**src/rtl/result_overlay.sv**
```systemverilog
// Result overlay: debounced recognition code picks an icon, fetched from an external ROM and keyed over the LCD stream.
// Latency: 3 pixel clocks from pixel input to pixel_data, fixed, no bubbles.
// Backpressure: none; one pixel per clock in and out. Optional ring around the icon: define RESULT_BORDER_EN.
module result_overlay #(
  parameter int                DATA_W        = 24,
  parameter int                CODE_W        = 6,
  parameter int                NUM_ICONS     = 7,
  parameter int                SEL_W         = 3,
  parameter int                ICON_W        = 100,
  parameter int                ICON_H        = 100,
  parameter int                ICON_X        = 700,
  parameter int                ICON_Y        = 0,
  parameter int                ADDR_W        = 14,
  parameter int                STABLE_FRAMES = 3,
  parameter logic [DATA_W-1:0] KEY_COLOR     = 24'hFF00FF,
  parameter int                BORDER_W      = 2,
  parameter logic [DATA_W-1:0] BORDER_COLOR  = 24'hFFFFFF
) (
  input  logic              pixel_clk,
  input  logic              sys_rst_p,
  input  logic              overlay_en,
  input  logic [11:0]       pixel_xpos,
  input  logic [11:0]       pixel_ypos,
  input  logic [DATA_W-1:0] lcd_data,
  input  logic [CODE_W-1:0] sdata,
  output logic              rom_rd_en,
  output logic [SEL_W-1:0]  rom_sel,
  output logic [ADDR_W-1:0] rom_addr,
  input  logic [DATA_W-1:0] rom_rdata,
  output logic [DATA_W-1:0] pixel_data,
  output logic [SEL_W-1:0]  shown_sel
);

  localparam logic [11:0]      X_LO     = 12'(ICON_X);
  localparam logic [11:0]      X_HI     = 12'(ICON_X + ICON_W);
  localparam logic [11:0]      Y_LO     = 12'(ICON_Y);
  localparam logic [11:0]      Y_HI     = 12'(ICON_Y + ICON_H);
  localparam logic [3:0]       STABLE_C = 4'(STABLE_FRAMES);
  localparam logic [SEL_W-1:0] NONE_SEL = SEL_W'(NUM_ICONS - 1);

  // frame-synchronous state
  logic              r_origin_d;
  logic              r_en_q;
  logic [SEL_W-1:0]  r_cand;
  logic [3:0]        r_cnt;
  logic [SEL_W-1:0]  r_shown;
  // pipeline
  logic              r_rd_en;
  logic [SEL_W-1:0]  r_sel;
  logic [ADDR_W-1:0] r_addr;
  logic              r_draw1, r_draw2;
  logic [DATA_W-1:0] r_lcd1, r_lcd2;
  logic [DATA_W-1:0] r_pix;

  logic              w_origin, w_fs, w_in_win, w_en_eff, w_draw0;
  logic [SEL_W-1:0]  w_map, w_shown_next, w_sel_eff;
  logic [3:0]        w_cnt_next;
  logic [11:0]       w_dx, w_dy;
  logic [ADDR_W-1:0] w_addr;
  logic [DATA_W-1:0] w_pix_next;

  assign w_origin = (pixel_xpos == 12'd0) && (pixel_ypos == 12'd0);
  assign w_fs     = w_origin && !r_origin_d;

  // Out-of-range codes all land on the "none" icon.
  assign w_map = (int'(sdata) < NUM_ICONS - 1) ? SEL_W'(sdata) : NONE_SEL;

  assign w_cnt_next   = (w_map != r_cand) ? 4'd1 :
                        (r_cnt == STABLE_C) ? r_cnt : r_cnt + 4'd1;
  assign w_shown_next = (w_cnt_next == STABLE_C) ? w_map : r_shown;

  // The fs pixel itself already uses the freshly latched enable and icon.
  assign w_en_eff  = w_fs ? overlay_en : r_en_q;
  assign w_sel_eff = w_fs ? w_shown_next : r_shown;

  assign w_in_win = (pixel_xpos >= X_LO) && (pixel_xpos < X_HI) &&
                    (pixel_ypos >= Y_LO) && (pixel_ypos < Y_HI);
  assign w_draw0  = w_in_win && w_en_eff;

  assign w_dx   = pixel_xpos - X_LO;
  assign w_dy   = pixel_ypos - Y_LO;
  assign w_addr = ADDR_W'(w_dy) * ADDR_W'(ICON_W) + ADDR_W'(w_dx);

`ifdef RESULT_BORDER_EN
  // Signed compares: the ring may extend past coordinate 0 when the icon sits at an edge.
  localparam logic signed [13:0] RX_LO = 14'(ICON_X - BORDER_W);
  localparam logic signed [13:0] RX_HI = 14'(ICON_X + ICON_W + BORDER_W);
  localparam logic signed [13:0] RY_LO = 14'(ICON_Y - BORDER_W);
  localparam logic signed [13:0] RY_HI = 14'(ICON_Y + ICON_H + BORDER_W);

  logic        r_ring1, r_ring2;
  logic        w_ring0;
  logic signed [13:0] w_xs, w_ys;

  assign w_xs    = $signed({2'b00, pixel_xpos});
  assign w_ys    = $signed({2'b00, pixel_ypos});
  assign w_ring0 = w_en_eff && !w_in_win &&
                   (w_xs >= RX_LO) && (w_xs < RX_HI) &&
                   (w_ys >= RY_LO) && (w_ys < RY_HI);

  // ring flag travels alongside the window flag
  always_ff @(posedge pixel_clk) begin
    if (sys_rst_p) begin
      r_ring1 <= 1'b0;
      r_ring2 <= 1'b0;
    end else begin
      r_ring1 <= w_ring0;
      r_ring2 <= r_ring1;
    end
  end

  // compositing: opaque icon pixel, else ring, else live pixel
  always_comb begin
    w_pix_next = r_lcd2;
    if (r_draw2 && (rom_rdata != KEY_COLOR)) w_pix_next = rom_rdata;
    else if (r_ring2)                         w_pix_next = BORDER_COLOR;
  end
`else
  // compositing: opaque icon pixel, else live pixel
  always_comb begin
    w_pix_next = r_lcd2;
    if (r_draw2 && (rom_rdata != KEY_COLOR)) w_pix_next = rom_rdata;
  end
`endif

  // frame-start edge detect, debounce and enable latch, all updated only at fs
  always_ff @(posedge pixel_clk) begin
    if (sys_rst_p) begin
      r_origin_d <= 1'b0;
      r_en_q     <= 1'b0;
      r_cand     <= NONE_SEL;
      r_cnt      <= 4'd0;
      r_shown    <= NONE_SEL;
    end else begin
      r_origin_d <= w_origin;
      if (w_fs) begin
        r_en_q  <= overlay_en;
        r_cand  <= w_map;
        r_cnt   <= w_cnt_next;
        r_shown <= w_shown_next;
      end
    end
  end

  // stages 0..2: ROM request, data alignment, composited output
  always_ff @(posedge pixel_clk) begin
    if (sys_rst_p) begin
      r_rd_en <= 1'b0;
      r_sel   <= NONE_SEL;
      r_addr  <= '0;
      r_draw1 <= 1'b0;
      r_draw2 <= 1'b0;
      r_lcd1  <= '0;
      r_lcd2  <= '0;
      r_pix   <= '0;
    end else begin
      r_rd_en <= w_draw0;
      r_sel   <= w_sel_eff;
      if (w_in_win) r_addr <= w_addr;
      r_draw1 <= w_draw0;
      r_draw2 <= r_draw1;
      r_lcd1  <= lcd_data;
      r_lcd2  <= r_lcd1;
      r_pix   <= w_pix_next;
    end
  end

  assign rom_rd_en  = r_rd_en;
  assign rom_sel    = r_sel;
  assign rom_addr   = r_addr;
  assign pixel_data = r_pix;
  assign shown_sel  = r_shown;

endmodule

```
**config.mk**
```make
export PLATFORM = sky130hd
export DESIGN_NAME = result_overlay
export DESIGN_NICKNAME = d
export VERILOG_FILES = /design/src/rtl/result_overlay.sv
export SDC_FILE = /design/constraint.sdc
export NUM_CORES = 1
export LEC_CHECK = 0
export BUFFER_PORTS_ARGS = -buffer_cell sky130_fd_sc_hd__buf_2
export CAP_MARGIN = 20
export CORE_MARGIN = 1
export CORE_UTILIZATION = 53
export DETAILED_ROUTE_END_ITERATION = 16
export HOLD_SLACK_MARGIN = 0.02
export PLACE_DENSITY = 0.8
export SETUP_SLACK_MARGIN = 0.1
export SLEW_MARGIN = 20
export SYNTH_ARGS = -nofsm -noshare
export SYNTH_HDL_FRONTEND = slang
export SYNTH_SLANG_ARGS = --single-unit
```
**constraint.sdc**
```tcl
create_clock -name pixel_clk -period 3.8 [get_ports pixel_clk]
set_input_delay 0.38 -clock pixel_clk [delete_from_list [all_inputs] [get_ports pixel_clk]]
set_output_delay 0.38 -clock pixel_clk [all_outputs]
set_load 0.02 [all_outputs]
```
# ---- Word-level counts from Yosys, hierarchy flattened
# Cells that the tools add are included.
dict set report totals {
  out_inout_bits 45
  register_bits 100
  inputBits 81
  elab_cells 40
}
dict set report op_classes {
  n_mul 1
  add_sub_neg 3
  mux 5
  eq_ne 4
  order_cmp 5
  n_reduce_logical 11
}
# operator n
set op_table {}
lappend op_table {{zero test 12 bit} 2}
lappend op_table {{2-to-1 mux 24 bit} 1}
lappend op_table {{!= test 24 bit, second input constant} 1}
lappend op_table {{adder 14 x 12 -> 14 bit} 1}
lappend op_table {{>= comparator 12 x 1 -> 1 bit, second input constant} 1}
lappend op_table {{>= comparator 12 x 10 -> 1 bit, second input constant} 1}
lappend op_table {{less-than comparator 12 x 10 -> 1 bit, second input constant} 1}
lappend op_table {{less-than comparator 12 x 7 -> 1 bit, second input constant} 1}
lappend op_table {{multiplier 12 x 5 -> 12 bit, second input constant} 1}
lappend op_table {{subtractor 12 x 10 -> 12 bit, second input constant} 1}
lappend op_table {{== test 4 x 2 -> 1 bit, second input constant} 2}
lappend op_table {{2-to-1 mux 4 bit} 2}
lappend op_table {{logical AND 1 bit} 7}
lappend op_table {{less-than comparator 6 x 3 -> 1 bit, second input constant} 1}
lappend op_table {{adder 4 x 1 -> 4 bit, second input constant} 1}
lappend op_table {{2-to-1 mux 3 bit} 1}
lappend op_table {{!= test 3 bit} 1}
lappend op_table {{AND reduction 2 bit} 1}
lappend op_table {{zero test 1 bit} 1}
lappend op_table {{2-to-1 mux 1 bit} 1}

# ---- Depth between registers and ports, before layout
# Gate-level depths: netlist of run 1.
dict set report depth {
  word_depth 6
  depth_mapped 19
  ltp_nobuf 19
}

# ---- Least setup slack after synthesis of run 1
# No wires, ideal clock.
dict set report synth_path {
  path_type {input to register}
  startpoint {in pixel_ypos[3]}
  endpoint {reg r_addr[13], in the netlist rom_addr[13]}
  n_path_buf 0
  arrival_time_ps 3350
  setup_ps 115
  slack_ps 336
  cell_stages 17
  required_time_ps 3685
  path_cell_list {ha_1 > ha_1 > inv_1 > fa_1 > inv_1 > ha_1 > a21oi_1 > nor2b_1 > nor3_1 > xnor2_1 > ha_1 > nand2_1 > nor2_1 > a21oi_1 > a21oi_1 > xnor2_1 > o21a_1}
}
dict set report synth_via {
  elab_chain_len 3
  word_cells_on_any_way 6
  cone_classes {1 x add/sub; 1 x mul; 2 x order compare; 2 x reduce/logical}
}
# item line
set synth_lines {}
lappend synth_lines {{start: declaration} 23} ;# input logic [11:0] pixel_ypos,
lappend synth_lines {{parallel branches: the longest is 3 deep, another holds adder 14 x 12 -> 14 bit} n/a}
lappend synth_lines {{end signal: assignment} 159} ;# if (w_in_win) r_addr <= w_addr;
lappend synth_lines {{end: declaration} 50} ;# logic [ADDR_W-1:0] r_addr;
# Several ways; the timed one is not identified.
# A chain may end at the register's enable or synchronous reset.

# ---- Worst setup path after layout of run 1
dict set report layout_path {
  startpoint {in pixel_ypos[3]}
  endpoint {reg r_addr[12], in the netlist rom_addr[12]}
}
# The elaborated chain is that of the path after synthesis.

==> flow_summary.json, run 1 <==
{
  "crit_top_cell": "ha_1",
  "portBuffers": 125,
  "status": "finished, final reports clean",
  "htree_levels": 3,
  "cp.arrival_ns": 3.67,
  "cp.buffers_inverters": 3,
  "dieWidth_um": 97.5,
  "yosys.area_share.adder": 0.140,
  "clockPowerShare": 0.287,
  "met3WireLength_um": 574,
  "initial_utilization": 0.552,
  "layout-drive-gt1-share": 0.244,
  "path_cells": "buf_2 -> ha_1 -> ha_1 -> inv_1 -> fa_1 -> inv_1 -> ha_1 -> a21oi_1 -> nor2b_1 -> nor3_2 -> xnor2_1 -> ha_2 -> nand2_1 -> nor2_1 -> nand3_1 -> o211ai_1 -> xnor2_1 -> mux2i_1 -> nor2_1",
  "end_kind": "register",
  "power.internal_mw": 1.75,
  "rsz0062_at_grt": "false",
  "wirelength_um": 10000,
  "ctsLongestPathBuffers": 2,
  "syn_to_final_growth_pct": 19.4,
  "cts_tree": "done",
  "final_nets": 760,
  "synth_xor_area_frac": 0.0471,
  "fin_tns_setup_ns": 0,
  "synth_seq_cells": 100,
  "cts-root-buf": "clkbuf_8",
  "fp.dieArea_mm2": 0.00951,
  "ys_warn_count": 0,
  "crit_required_ns": 4.00,
  "syn-cell-area_mm2": 0.00483,
  "fin_util": 0.659,
  "ff_latch_area_mm2": 0.00200,
  "final_common_cell": "buf_2",
  "drt_iter0_markers": 93,
  "syn-instance-count": 508,
  "hpwl_um": 7790,
  "drc": 0,
  "cap_viol_max_count": 0,
  "cpPeakStageDelay_ns": 0.50,
  "startpoint_type": "input port",
  "antenna_found_initial": 2,
  "rows": 34,
  "rrSetupSlack_ns": 1.73,
  "crit_type": "input port to register",
  "die_y_um": 97.5,
  "tightest_slew_ns": 1.03,
  "multi_input_area_mm2": 0.00262,
  "drv_slew": 0,
  "synth_area_per_cell_um2": 9.51,
  "skew_ns": 0.00984,
  "grt_max_degree": 53,
  "maxSlewHeadroom": 0.315,
  "clock-sinks": 100,
  "cts.hold.buffers_added": 0,
  "nFillCells": 719,
  "power.density_mw_per_mm2": 431,
  "synth_edf_count": 0,
  "yosys.area_share.simple": 0.202,
  "fin_area_mm2": 0.00577,
  "cts_made_buffers": 9,
  "dr_total_vias": 3824,
  "num_io_pins": 126,
  "synth_ff_type": "dfxtp_1",
  "async_flop_share": 0,
  "gp_congestion": 0.863,
  "clkTransAtPathRegs_ns": 0.10,
  "syn_nets": 639,
  "seqPwrFrac": 0.435,
  "min_period_ns": 3.47,
  "wl_met2_um": 4890,
  "drt_pre_antenna_iters": 4,
  "synthMuxAreaShare": 0.0683,
  "crit_path_max_fanout": 6,
  "highest_layer": "met5",
  "grt_first_pass_wirelength_um": 16700,
  "hold_violations": 0,
  "final_cell_mix": "125 x buf_2, 100 x dfxtp_1, 60 x nor2_1",
  "min_period_over_period": 0.913,
  "power_switching_mw": 0.742,
  "antenna_left": 0,
  "clock.fmax_mhz": 288,
  "via_per_inst": 5.15,
  "combPwrFrac": 0.278,
  "peakVddDrop_v": 0.000184,
  "first_global_vias": 3733,
  "clkLatencyLatePin_ns": 0.35,
  "power_leakage_nw": 2.73,
  "design.core.area_mm2": 0.00876,
  "cpMaxStageDelayCell": "fa_1",
  "hp-class": "input port to register",
  "synth.distinct_cells": 47,
  "yosysSeqAreaShare": 0.414,
  "grt-ovfl-total": 0,
  "grt_usage": 0.218,
  "wl_per_cell_um": 13.5,
  "wl_met1_um": 4290,
  "synth_compound_area_frac": 0.0771,
  "crit_family": "adder cells",
  "finalSetupViolations": 0,
  "dpl_cell_area_mm2": 0.00554,
  "holdWs_ns": 0.225,
  "synth_top_family_by_area": "simple AND/OR/NAND/NOR gates",
  "switching_share": 0.298
}
## worst paths after layout
check	startpoint	cells past startpoint	to
setup / recovery	pixel_ypos[3]	19	rom_addr[12]
hold / removal	lcd_data[13]	2	r_lcd1[13]
setup reg to reg	r_origin_d	5	rom_sel[0]
hold reg to reg	r_lcd1[1]	1	r_lcd2[1]
## cell usage after synthesis (5+ instances only)
master    number  share of area
nor3_1         8         0.0083
a21oi_1       20          0.021
o211ai_1       5         0.0078
nand2_1       10         0.0078
xnor2_1       18          0.033
fa_1           7          0.029
a21o_1         6         0.0093
clkbuf_1      12         0.0093
a31oi_1        7         0.0091
nor2_1        61          0.047
nor4_1         6         0.0078
inv_1         39          0.030
nor2b_1       59          0.076
mux2i_1       33          0.068
o21ai_0       10          0.010
ha_1          43           0.11
dfxtp_1      100           0.41
nand3_1       13          0.013
xor2_1         8          0.014
## registers in the layout, indices dropped and copies added (netlist names)
signal	cells
r_cnt	4
r_cand	3
r_draw2	1
r_en_q	1
rom_addr	14
r_draw1	1
rom_sel	3
r_origin_d	1
pixel_data	24
r_lcd2	24
r_lcd1	24
## stage by stage
step / instances / setup slack, ns / power [mW]
after floorplan: 508 / 0.336 / 1.60
after global placement: 725 / 0.0526 / 1.74
after detailed placement: 725 / -0.127 / 1.77
after CTS: 741 / 0.254 / 2.49
after global routing: 742 / 0.108 / 2.63
final: 743 / 0.330 / 2.49
## layout make-up
| class | count | area share |
|---|---|---|
| Clock inverter | 5 | 0.0111 |
| Sequential cell | 100 | 0.347 |
| Antenna cell | 1 | 0.000433 |
| Tap cell | 108 | 0.0234 |
| Multi-Input combinational cell | 350 | 0.453 |
| Timing Repair Buffer | 129 | 0.114 |
| Clock buffer | 11 | 0.0262 |
| Inverter | 39 | 0.0254 |
## logic make-up (layout without fill, tap and decap cells)
family	after synthesis	count (layout)
other cells	0	1
compound gates	60	60
xor+xnor	26	26
simple gates	181	181
buf+inv	58	184
mux	33	33
flops	100	100
fa+ha+maj	50	50
## per-layer routing
metal  vias up  GRT usage
met4         2     0.0882
met5         -          0
met2       106      0.375
met1      1745      0.256
met3        21     0.0568
li1       1950          -
## worst reg2reg max path: stages (launching register included)
cell and delay (ns):
dfxtp_1 0.30, or4_1 0.75, or2_4 0.37, nor3_4 0.29, nor2_1 0.08, a31o_1 0.18
## power groups by stage
| stage | clock [mW] | sequential, mW | combinational, mW |
|---|---|---|---|
| after detailed placement | 0 | 1.11 | 0.663 |
| after global placement | 0 | 1.11 | 0.636 |
| after CTS | 0.733 | 1.08 | 0.669 |
| final | 0.713 | 1.08 | 0.692 |
| after global routing | 0.772 | 1.09 | 0.774 |
| after floorplan | 0 | 1.12 | 0.484 |
## repair_timing
item | 4_1_cts | 5_1_grt
setup buffers | 0 | 1
endpoints found under the setup margin | 0 | 2
gates resized for setup | 0 | 4
(Power assumes the default switching activity.)
==> inputs of run 2 (changes only) <==
--- a/config.mk
+++ b/config.mk
@@ -8,10 +8,9 @@
 export BUFFER_PORTS_ARGS = -buffer_cell sky130_fd_sc_hd__buf_2
 export CAP_MARGIN = 20
 export CORE_MARGIN = 1
-export CORE_UTILIZATION = 53
+export CORE_UTILIZATION = 37
 export DETAILED_ROUTE_END_ITERATION = 16
 export HOLD_SLACK_MARGIN = 0.02
-export PLACE_DENSITY = 0.8
 export SETUP_SLACK_MARGIN = 0.1
 export SLEW_MARGIN = 20
 export SYNTH_ARGS = -nofsm -noshare
==> run 2 against run 1 <==
  * Via count decreased by 3.0%
  * Largest cell class unchanged
  * Clock power grew 33%
  * Sequential cell count is the same
  * Hold slack improved by 0.014 ns
  * Fmax grew 0.90%
  * Non-clock buffer count increased by 1
  * Critical path type unchanged
  * Count of clock-buffer cells in the layout shrank 2
  * Clock skew down 0.00089 ns
  * Sequential power hardly changed
  * Critical endpoint is now rom_addr[13]
  * Routed wire length is 1.2% higher
==> flow_summary.json, run 2 (synthesized netlist as in run 1, its figures left out) <==
{
  "grt_usage": 0.156,
  "reg2reg_to": "rom_sel[0]",
  "fin_util": 0.470,
  "drv_slew": 0,
  "drc": 0,
  "first_global_vias": 3388,
  "hold_violations": 0,
  "clock.fmax_mhz": 291,
  "crit_required_ns": 4.04,
  "initial_utilization": 0.381,
  "reg2regPathDepth": 5,
  "clkLatencyLatePin_ns": 0.34,
  "hp-class": "input port to register",
  "end_kind": "register",
  "peakVddDrop_v": 0.000192,
  "tightest_slew_ns": 1.05,
  "post-place-cells": 791,
  "fin_area_mm2": 0.00596,
  "seqPwrFrac": 0.401,
  "status": "finished, final reports clean",
  "num_io_pins": 126,
  "dpl_worst_slack_ns": -0.0299,
  "layout-drive-gt1-share": 0.244,
  "cts_made_buffers": 9,
  "power_leakage_nw": 2.77,
  "min_period_over_period": 0.905,
  "syn_to_final_growth_pct": 23.3,
  "power.internal_mw": 1.92,
  "rows": 41,
  "maxSlewHeadroom": 0.303,
  "final_common_cell": "buf_2",
  "ctsLongestPathBuffers": 2,
  "gp_congestion": 0.827,
  "crit_path_max_fanout": 5,
  "crit_top_cell": "ha_1",
  "cts-root-buf": "clkbuf_16",
  "dr_total_vias": 3711,
  "hpwl_um": 7840,
  "via_per_inst": 4.60,
  "final_cell_mix": "125 x buf_2, 100 x dfxtp_1, 61 x nor2_1",
  "startpoint_type": "input port",
  "fin_cells": 807,
  "wl_per_cell_um": 12.5,
  "crit_cells": 16,
  "cp.buffers_inverters": 2,
  "crit_start": "pixel_ypos[2]",
  "dieWidth_um": 116,
  "drt_pre_antenna_iters": 4,
  "cpMaxStageDelayCell": "fa_1",
  "fin_tns_setup_ns": 0,
  "power_switching_mw": 0.782,
  "design.core.area_mm2": 0.0127,
  "cts_setup_buffers": 0,
  "antenna_left": 0,
  "cpPeakStageDelay_ns": 0.46,
  "grt-ovfl-total": 0,
  "portBuffers": 125,
  "combPwrFrac": 0.247,
  "p_total_mw": 2.70,
  "cts.hold.buffers_added": 0,
  "drt_iter0_markers": 164,
  "holdWs_ns": 0.240,
  "cap_viol_max_count": 0,
  "n_antenna_cell": 0,
  "antenna_found_initial": 2,
  "worst_slack_ns": 0.361,
  "crit_family": "adder cells",
  "clkTransAtPathRegs_ns": 0.08,
  "wirelength_um": 10100,
  "switching_share": 0.289,
  "endpoint": "rom_addr[13]",
  "path_cells": "buf_2 -> inv_1 -> ha_1 -> ha_1 -> fa_1 -> ha_1 -> nor2b_1 -> o31ai_2 -> a21boi_0 -> ha_1 -> nand3_1 -> o21ai_0 -> a21oi_1 -> a21oi_1 -> xnor2_1 -> o21a_1",
  "power.density_mw_per_mm2": 453,
  "clockPowerShare": 0.352,
  "dpl_cell_area_mm2": 0.00563,
  "post_cts_resized": 0,
  "rsz0062_at_grt": "false",
  "fp.dieArea_mm2": 0.0135,
  "die_y_um": 116,
  "htree_levels": 3,
  "crit_type": "input port to register",
  "grt_first_pass_wirelength_um": 16000,
  "timing.rr.start": "r_origin_d",
  "grt_max_degree": 60,
  "clock-sinks": 100,
  "cp.arrival_ns": 3.67,
  "cts_tree": "done",
  "final_nets": 761,
  "skew_ns": 0.00896,
  "finalSetupViolations": 0,
  "min_period_ns": 3.44,
  "rrSetupSlack_ns": 1.72
}
[run 2: cell types whose count changed in the layout (fill, tap and decap cells not counted), sizes merged]
cell	before	now
clkinvlp	0	1
diode	1	0
buf	129	130
clkbuf	11	9
clkinv	1	2
[run 2: power groups by stage]
stage          sequential, mW  clock [mW]  combinational, mW
6_report                 1.08       0.950              0.668
5_1_grt                  1.09        1.03              0.762
4_1_cts                  1.08       0.984              0.668
3_5_place_dp             1.11           0              0.663
3_3_place_gp             1.11           0              0.656
2_1_floorplan            1.12           0              0.484
[run 2: cell type report]
| type | instances | area, µm² |
|---|---|---|
| Fill cell | 1205 | 6710 |
| Multi-Input combinational cell | 350 | 2610 |
| Sequential cell | 100 | 2000 |
| Timing Repair Buffer | 130 | 663 |
| Clock buffer | 9 | 225 |
| Tap cell | 172 | 215 |
| Inverter | 39 | 146 |
| Clock inverter | 7 | 93.8 |
[run 2: routing by layer]
metal	wire length (µm)	GRT usage
met3	701	0.0509
met2	4580	0.251
met1	4640	0.191
met4	167	0.0650
met5	27	0
[run 2: worst register-to-register path, stage by stage (launching register included)]
cell and delay, ns:
dfxtp_1 0.30, or4_1 0.76, or2_4 0.38, nor3_4 0.27
nor2_1 0.09, a31o_1 0.18
[run 2: worst min-delay path by stage]
stage                 startpoint         end  slack (ns)  cells past startpoint
floorplan              r_lcd1[0]   r_lcd2[0]        0.41                      1
global placement      r_lcd1[11]  r_lcd2[11]        0.42                      1
detailed placement     r_lcd1[8]   r_lcd2[8]        0.42                      1
CTS                 lcd_data[14]  r_lcd1[14]        0.23                      2
global route        lcd_data[15]  r_lcd1[15]        0.24                      2
finish              lcd_data[14]  r_lcd1[14]        0.24                      2
